==> config.mk <==
export PLATFORM = sky130hd
export DESIGN_NAME = mul
export DESIGN_NICKNAME = d
export VERILOG_FILES = /design/src/rtl/mul.sv
export SDC_FILE = /design/constraint.sdc
export NUM_CORES = 1
export LEC_CHECK = 0
export BUFFER_PORTS_ARGS = -buffer_cell sky130_fd_sc_hd__buf_4
export CORE_MARGIN = 4
export CORE_UTILIZATION = 50
export DETAILED_ROUTE_END_ITERATION = 12
export GPL_ROUTABILITY_DRIVEN = 0
export PLACE_DENSITY = 0.81
export RECOVER_POWER = 100
export SYNTH_ARGS = -nofsm -noshare
export SYNTH_HDL_FRONTEND = slang
export SYNTH_SLANG_ARGS = --single-unit
==> constraint.sdc <==
create_clock -name clk -period 1 [get_ports clk]
set_clock_uncertainty 0.05 [all_clocks]
set_input_delay 0 -clock clk [delete_from_list [all_inputs] [get_ports clk]]
set_output_delay 0 -clock clk [all_outputs]
set_load 0.02 [all_outputs]
==> src/rtl/mul.sv <==
// Registered signed multiplier: the full product of the two operands is clamped to the
// output range and registered once. Output is cleared asynchronously by rst.
module mul #(
  parameter int unsigned Nbits = 5,
  parameter int unsigned obits = 5
) (
  input  logic           clk,
  input  logic           rst,
  input  logic [Nbits:0] Delay_sig_out_b,
  input  logic [Nbits:0] out_center_der_a,
  output logic [obits:0] mul_out
);

  localparam int unsigned PW = 2 * (Nbits + 1);
  localparam int unsigned OW = obits + 1;
  // Compare width is wider than both the product and the output, so the signed limits
  // and the sign-extended product always fit.
  localparam int unsigned CW = (PW > OW) ? PW + 1 : OW + 1;

  logic signed [PW-1:0] w_prod;
  logic signed [CW-1:0] w_prod_ext;
  logic signed [CW-1:0] w_max;
  logic signed [CW-1:0] w_min;
  logic        [OW-1:0] w_sat;
  logic        [OW-1:0] r_mul_out;

  assign w_prod     = $signed(out_center_der_a) * $signed(Delay_sig_out_b);
  assign w_prod_ext = {{(CW - PW){w_prod[PW-1]}}, w_prod};
  assign w_max      = {{(CW - OW + 1){1'b0}}, {(OW - 1){1'b1}}};
  assign w_min      = {{(CW - OW + 1){1'b1}}, {(OW - 1){1'b0}}};

  always_comb begin
    w_sat = w_prod_ext[OW-1:0];
    if (w_prod_ext > w_max) begin
      w_sat = w_max[OW-1:0];
    end else if (w_prod_ext < w_min) begin
      w_sat = w_min[OW-1:0];
    end
  end

  always_ff @(posedge clk or posedge rst) begin
    if (rst) begin
      r_mul_out <= '0;
    end else begin
      r_mul_out <= w_sat;
    end
  end

  assign mul_out = r_mul_out;

endmodule

# [Word level (Yosys, flattened, before mapping)]
# Index checks and enable logic that the tools add are counted.
[classes] n_mul=1 order_cmp=2 n_mux=2
[op_table] op="$gt A12 B6 Y1 const B" count=1
[op_table] op="$lt A12 B6 Y1 const B" count=1
[op_table] op="$mul A6 B6 Y12" count=1
[op_table] op="$mux W6" count=2
[totals] ff_bits=6

# [Logic depth before layout (Yosys ltp)]
# Gate-level depths: netlist of the first run.
[logic_depth] depth_word=4 depth_mapped=16 depth_no_buf=15

# [Least setup slack after synthesis of the first run]
# No wires, ideal clock.
[synth_timing] path_type="in2reg" startpoint="input port out_center_der_a[5]" endpoint="register r_mul_out[0] (netlist: mul_out[0])" setup_ns=0.121 arrival_time_ns=3.870 required_ns=0.829 slack_ns=-3.041 path_stages=15 path_cell_list="and2_1 -> fa_1 -> inv_1 -> fa_1 -> inv_1 -> fa_1 -> ha_1 -> ha_1 -> buf_4 -> a2111o_1 -> a41o_1 -> o211a_2 -> a2111oi_2 -> nor3_1 -> a2bb2oi_1"
[synth_via] elab_chain_cells=4 word_cells_on_any_way=5 classes_between="mul (1); order compare (2); mux (2)"
[synth_lines] element="start, declared" line_no="10" source="input logic [Nbits:0] out_center_der_a,"
[synth_lines] element="$mul A6 B6 Y12 *" line_no="27" source="assign w_prod = $signed(out_center_der_a) * $signed(Delay_sig_out_b);"
[synth_lines] element="$lt A12 B6 Y1" line_no="36" source="end else if (w_prod_ext < w_min) begin"
[synth_lines] element="$mux W6" line_no="36"
[synth_lines] element="$mux W6 *" line_no="34" source="if (w_prod_ext > w_max) begin"
[synth_lines] element="named net w_sat[0]" line_no="24" source="logic [OW-1:0] w_sat;"
[synth_lines] element="end signal, assigned" line_no="45" source="r_mul_out <= w_sat;"
[synth_lines] element="end, declared" line_no="25" source="logic [OW-1:0] r_mul_out;"
# The timed path passes the listed nets; every way through them passes the cells marked *.

# [Final worst setup path of the first run]
[layout_timing] startpoint="input port out_center_der_a[0]" endpoint="register r_mul_out[4] (netlist: mul_out[4])"
# The elaborated chain is that of the path after synthesis.

==> metrics, run 1 <==
# IOs 20; CTS clk-pin slew, worst paths 0.04 ns; DRC viols 0; Post-Syn Instances 167; CP Max Fanout 4; Post-DRT Antenna Nets 0; # Max-Cap Violations 0; Overall Global Routing Usage 0.204; sequential-to-total area share from yosys stat 0.0910; worst rel slew slack 0.785; core area 0.00310 mm2; M1 wire length 1720 um; Synth cell types 39; Final nets 287; met2 wirelength from detailed routing 2200 um; clk buf depth 2; fillcell total 201; Area after DPL 0.00212 mm2; largest net degree at the start of global routing 10; Most common cell on crit path fa_1; Die ar. 0.00428 mm2; Mapped Nets 228; most frequent cells in the layout buf_4 (46), inv_1 (24), fa_1 (22); synth warn 0; ys async rst share 1.00; WL met3 191 um; initial antenna violation count 0; Main synth FF type dfrtp_1; layout cells sized above 1 0.402; Final TNS setup -16.28 ns; Via density 5.25; Post-synth EDFFs 0; Layout area overhead 41.2%; total number of vias 1,408; IO buf count 19; final wirelength 4170 um; ant diodes 0; # setup viols final 6; first-pass GRT wire length 6830 um; num rows 20; CP max stage delay 0.54 ns; GR Overflow Total 0; post-synth top area share 0.315; most area-consuming cells after synthesis fa_1 (32%), ha_1 (16%), dfrtp_1 (9.1%), and2_1 (8.0%), inv_1 (5.9%); Initial Utilization 0.532; max-slew violations 0; Die Ht 65.5 um; post-synthesis cell area 0.00165 mm2; drt wl/cell 15.6 um; top layer in use met4; final hold vios 0; CTS tree built; Tcrit/Tclk final 3.76; Req. time, crit path 1.09 ns; maximum VDD drop 2.49 mV; Yosys reg bits 6; startpoint type of the worst setup path input port; critical path, cell by cell buf_6 > nand2b_4 > fa_1 > fa_1 > inv_1 > fa_1 > fa_2 > fa_2 > and3_4 > buf_6 > o2111ai_4 > o311ai_4 > nor4_4 > nor3_4 > o21a_1; leading area contributor after synthesis fa_1; die width 65.5 um; critical path class input port to flip-flop; Root Buffer clkbuf_4; clk sinks 6; most common cell after layout, fill and taps aside buf_4; hold path depth 4; Num CTS Buffers 3; htree depth 1; placed cell count 259; DPL Wire Length 3240 um; Leakage 1.11 nW; status finished with violations; cell area after layout 0.00233 mm2; Hold WC Path Type input port to flip-flop; CP Capture Type flip-flop; pwr dens 2950 mW/mm2; failing checks setup timing; RSZ-0062 raised after global routing true; Critical Path AT 3.85 ns; max reg flops 6; Initial DRT Pass Iterations 4; DP Worst Slack -3.16 ns; PnR worst setup slack -2.76 ns; minimum clock period 3.76 ns; Layout Cells excl Fill 268; number of global-route vias before repair 1,464; Slew @ Worst Pin 0.320 ns; Fmax 266 MHz; DRT iter0 DRCs 70; Synth Area per Inst 9.88 um2; final core occ 0.751; crit path max-delay cell type fa_1
## metal layers
layer  GRT usage  vias to the layer above
li1            -                      668
met1       0.268                      694
met2       0.345                       40
met3      0.0291                        6
met4      0.0648                        0
met5           0                        -
## what timing repair did
item	in CTS	in global routing
setup endpoints to repair	6	6
hold buffers	1	0
resized for setup	8	17
pin swaps	18	12
endpoints found under the hold margin	6	0
setup buffers	3	2
## cells by family (layout without fill, tap and decap cells)
| kind of cell | Yosys count | after routing | synth area share |
|---|---|---|---|
| compound gates | 24 | 24 | 0.122 |
| xor+xnor | 8 | 8 | 0.0425 |
| fa+ha+maj | 47 | 47 | 0.475 |
| buf+inv | 29 | 86 | 0.0773 |
| flops | 6 | 6 | 0.0910 |
| mux | 1 | 1 | 0.00682 |
| simple gates | 52 | 52 | 0.186 |
## path summary, 6_finish.rpt
| check | startpoint | end |
|---|---|---|
| max | out_center_der_a[0] | mul_out[4] |
| min | out_center_der_a[0] | mul_out[0] |
| max in group asynchronous | rst | mul_out[0] |
| min in group asynchronous | rst | mul_out[2] |
## critical path: cells and delay by family
kind / cells / cell delay (ns)
AOI/OAI and AO/OA: 3 / 0.52
buffers and inverters: 3 / 0.26
and+or+nand+nor: 4 / 0.69
adders and majority gates: 5 / 2.39
## where the power goes
group	internal (mW)	total, mW	switching, mW	leakage [nW]
Sequential	0.392	0.427	0.0349	0.0728
Combinational	3.16	6.20	3.04	1.03
Clock	0.137	0.237	0.101	0.0138
## cell usage after synthesis (2+ instances only)
cell type	instances
a21o_1	4
a21oi_1	2
and2_1	21
and3_1	2
buf_6	2
dfrtp_1	6
fa_1	26
ha_1	21
inv_1	26
nand2_1	9
nand3_1	2
nor2b_1	5
nor3_1	4
o21a_1	5
o21ai_0	2
xnor2_1	6
xor2_1	2
## layout make-up
type                            instances  area [um2]  share of cell area
Clock buffer                            3        22.5             0.00967
Inverter                               26        97.6              0.0419
Multi-Input combinational cell        132        1590               0.680
Sequential cell                         6         150              0.0644
Tap cell                               44        55.1              0.0236
Timing Repair Buffer                   57         419               0.180
## metrics by stage
stage               hold WS [ns]  power, mW
detailed placement        -0.121       5.55
global route               0.154       7.44
global placement          -0.135       5.33
CTS                        0.103       6.04
floorplan                 -0.259       3.99
finish                     0.153       6.86
(Power assumes the default switching activity.)
==> inputs of run 2 (changes only) <==
--- a/config.mk
+++ b/config.mk
@@ -8,6 +8,8 @@
 export BUFFER_PORTS_ARGS = -buffer_cell sky130_fd_sc_hd__buf_4
 export CORE_MARGIN = 4
 export CORE_UTILIZATION = 50
+export CTS_BUF_LIST = sky130_fd_sc_hd__clkbuf_8
+export CTS_CLUSTER_DIAMETER = 50
 export DETAILED_ROUTE_END_ITERATION = 12
 export GPL_ROUTABILITY_DRIVEN = 0
 export PLACE_DENSITY = 0.81
==> metrics, run 2 (same netlist as run 1, synthesis figures left out) <==
Final nets 286 (was 287); Fmax 262 MHz (was 266 MHz); status finished with violations (unchanged); layout cells sized above 1 0.404 (was 0.402); failing checks setup timing (unchanged); DRC viols 0 (unchanged); startpoint type of the worst setup path input port (unchanged); Die ar. 0.00428 mm2 (unchanged); minimum clock period 3.82 ns (was 3.76 ns); most common cell after layout, fill and taps aside buf_4 (unchanged); Post-DRT Antenna Nets 0 (unchanged); # Max-Cap Violations 0 (unchanged); DPL Wire Length 3240 um (unchanged); clk buf depth 2 (unchanged); fillcell total 194 (was 201); cell area after layout 0.00236 mm2 (was 0.00233 mm2); DP Worst Slack -3.16 ns (unchanged); Initial Utilization 0.532 (unchanged); largest net degree at the start of global routing 10 (unchanged); die width 65.5 um (unchanged); maximum VDD drop 2.67 mV (was 2.49 mV); Area after DPL 0.00212 mm2 (unchanged); crit path max-delay cell type fa_2 (was fa_1); max reg flops 6 (unchanged); total number of vias 1,427 (was 1,408); IO buf count 19 (unchanged); CP Max Fanout 6 (was 4); initial antenna violation count 0 (unchanged); PnR worst setup slack -2.82 ns (was -2.76 ns); Leakage 1.11 nW (about the same); most frequent cells in the layout buf_4 (46), inv_1 (24), fa_1 (22) (unchanged); CP Capture Type flip-flop (unchanged); final hold vios 0 (unchanged); CTS tree built (unchanged); Via density 5.34 (was 5.25); final wirelength 4410 um (was 4170 um); max-slew violations 0 (unchanged); CTS clk-pin slew, worst paths 0.03 ns (was 0.04 ns); # setup viols final 6 (unchanged); Die Ht 65.5 um (unchanged); drt wl/cell 16.5 um (was 15.6 um); Multi-input gate area 0.00160 mm2 (was 0.00159 mm2); core area 0.00310 mm2 (unchanged); Root Buffer clkbuf_8 (was clkbuf_4); worst rel slew slack 0.782 (was 0.785); Overall Global Routing Usage 0.207 (was 0.204); Slew @ Worst Pin 0.327 ns (was 0.320 ns); Num CTS Buffers 3 (unchanged); num rows 20 (unchanged); number of global-route vias before repair 1,486 (was 1,464); Critical Path AT 3.87 ns (was 3.85 ns); Req. time, crit path 1.06 ns (was 1.09 ns); first-pass GRT wire length 6970 um (was 6830 um); critical path, cell by cell buf_4 > and2_4 > fa_2 > inv_2 > fa_1 > inv_1 > fa_1 > ha_1 > ha_4 > a2111o_1 > a41o_1 > o211a_4 > nor4_4 > nor3_4 > o21a_1 (was buf_6 > nand2b_4 > fa_1 > fa_1 > inv_1 > fa_1 > fa_2 > fa_2 > and3_4 > buf_6 > o2111ai_4 > o311ai_4 > nor4_4 > nor3_4 > o21a_1); CP max stage delay 0.58 ns (was 0.54 ns); clk sinks 6 (unchanged); critical path class input port to flip-flop (unchanged); Layout area overhead 42.8% (was 41.2%); placed cell count 259 (unchanged); Most common cell on crit path fa_1 (unchanged); htree depth 1 (unchanged); Layout Cells excl Fill 267 (was 268); ant diodes 0 (unchanged); Hold WC Path Type input port to flip-flop (unchanged); DRT iter0 DRCs 58 (was 70); Final TNS setup -16.50 ns (was -16.28 ns); Tcrit/Tclk final 3.82 (was 3.76); pwr dens 3040 mW/mm2 (was 2950 mW/mm2); register area 150 um2 (unchanged); RSZ-0062 raised after global routing true (unchanged); # IOs 20 (unchanged); GR Overflow Total 0 (unchanged); final core occ 0.759 (was 0.751); Initial DRT Pass Iterations 4 (unchanged)
## run 2: changes by cell type in the layout (fill, tap and decap cells not counted)
| cell | change |
|---|---|
| clkbuf_8 | +3 |
| nor3_2 | -1 |
| clkbuf_4 | -3 |
| ha_1 | -1 |
| nor3_4 | +1 |
| ha_4 | +1 |
| buf_6 | -1 |
## run 2: layout make-up
type,count,area share
Timing Repair Buffer,56,0.173
Sequential cell,6,0.0637
Tap cell,44,0.0234
Multi-Input combinational cell,132,0.681
Clock buffer,3,0.0175
Inverter,26,0.0414
## run 2: layer usage
layer  track usage  vias up  wire, um
li1              -      670         -
met1         0.272      698      1860
met2         0.351       48      2260
met3        0.0308       11       217
met4        0.0622        0        78
met5             0        -         0
## run 2: timing repair
action,4_1_cts,5_1_grt
endpoints found under the setup margin,6,6
hold buffers,1,0
hold endpoints to repair,6,0
pin swaps,19,15
buffers inserted,3,1
gates resized for setup,7,21
## run 2: through the flow
step / power [mW] / hold WS [ns]
6_report: 7.17 / 0.189
4_1_cts: 6.16 / 0.139
2_1_floorplan: 3.99 / -0.259
3_3_place_gp: 5.33 / -0.135
5_1_grt: 7.72 / 0.201
3_5_place_dp: 5.55 / -0.121
## run 2: report_power, final
part	internal, mW	switching (mW)
sequential	0.392	0.0319
combinational	3.25	3.13
clock	0.258	0.103
total	3.90	3.27
## run 2: worst paths after layout
kind | depth (start not counted) | slack [ns] | end | from
setup / recovery | 15 | -2.82 | mul_out[4] | out_center_der_a[5]
hold / removal | 4 | 0.19 | mul_out[0] | out_center_der_a[0]
max in group asynchronous | 3 | 0.51 | mul_out[4] | rst
min in group asynchronous | 3 | 0.20 | mul_out[2] | rst
## run 2: worst max-delay path, delay by kind of cell
| family | cells | cell delay (ns) |
|---|---|---|
| fa+ha+maj | 5 | 2.08 |
| simple gates | 3 | 0.54 |
| compound gates | 4 | 0.97 |
| buf+inv | 3 | 0.27 |
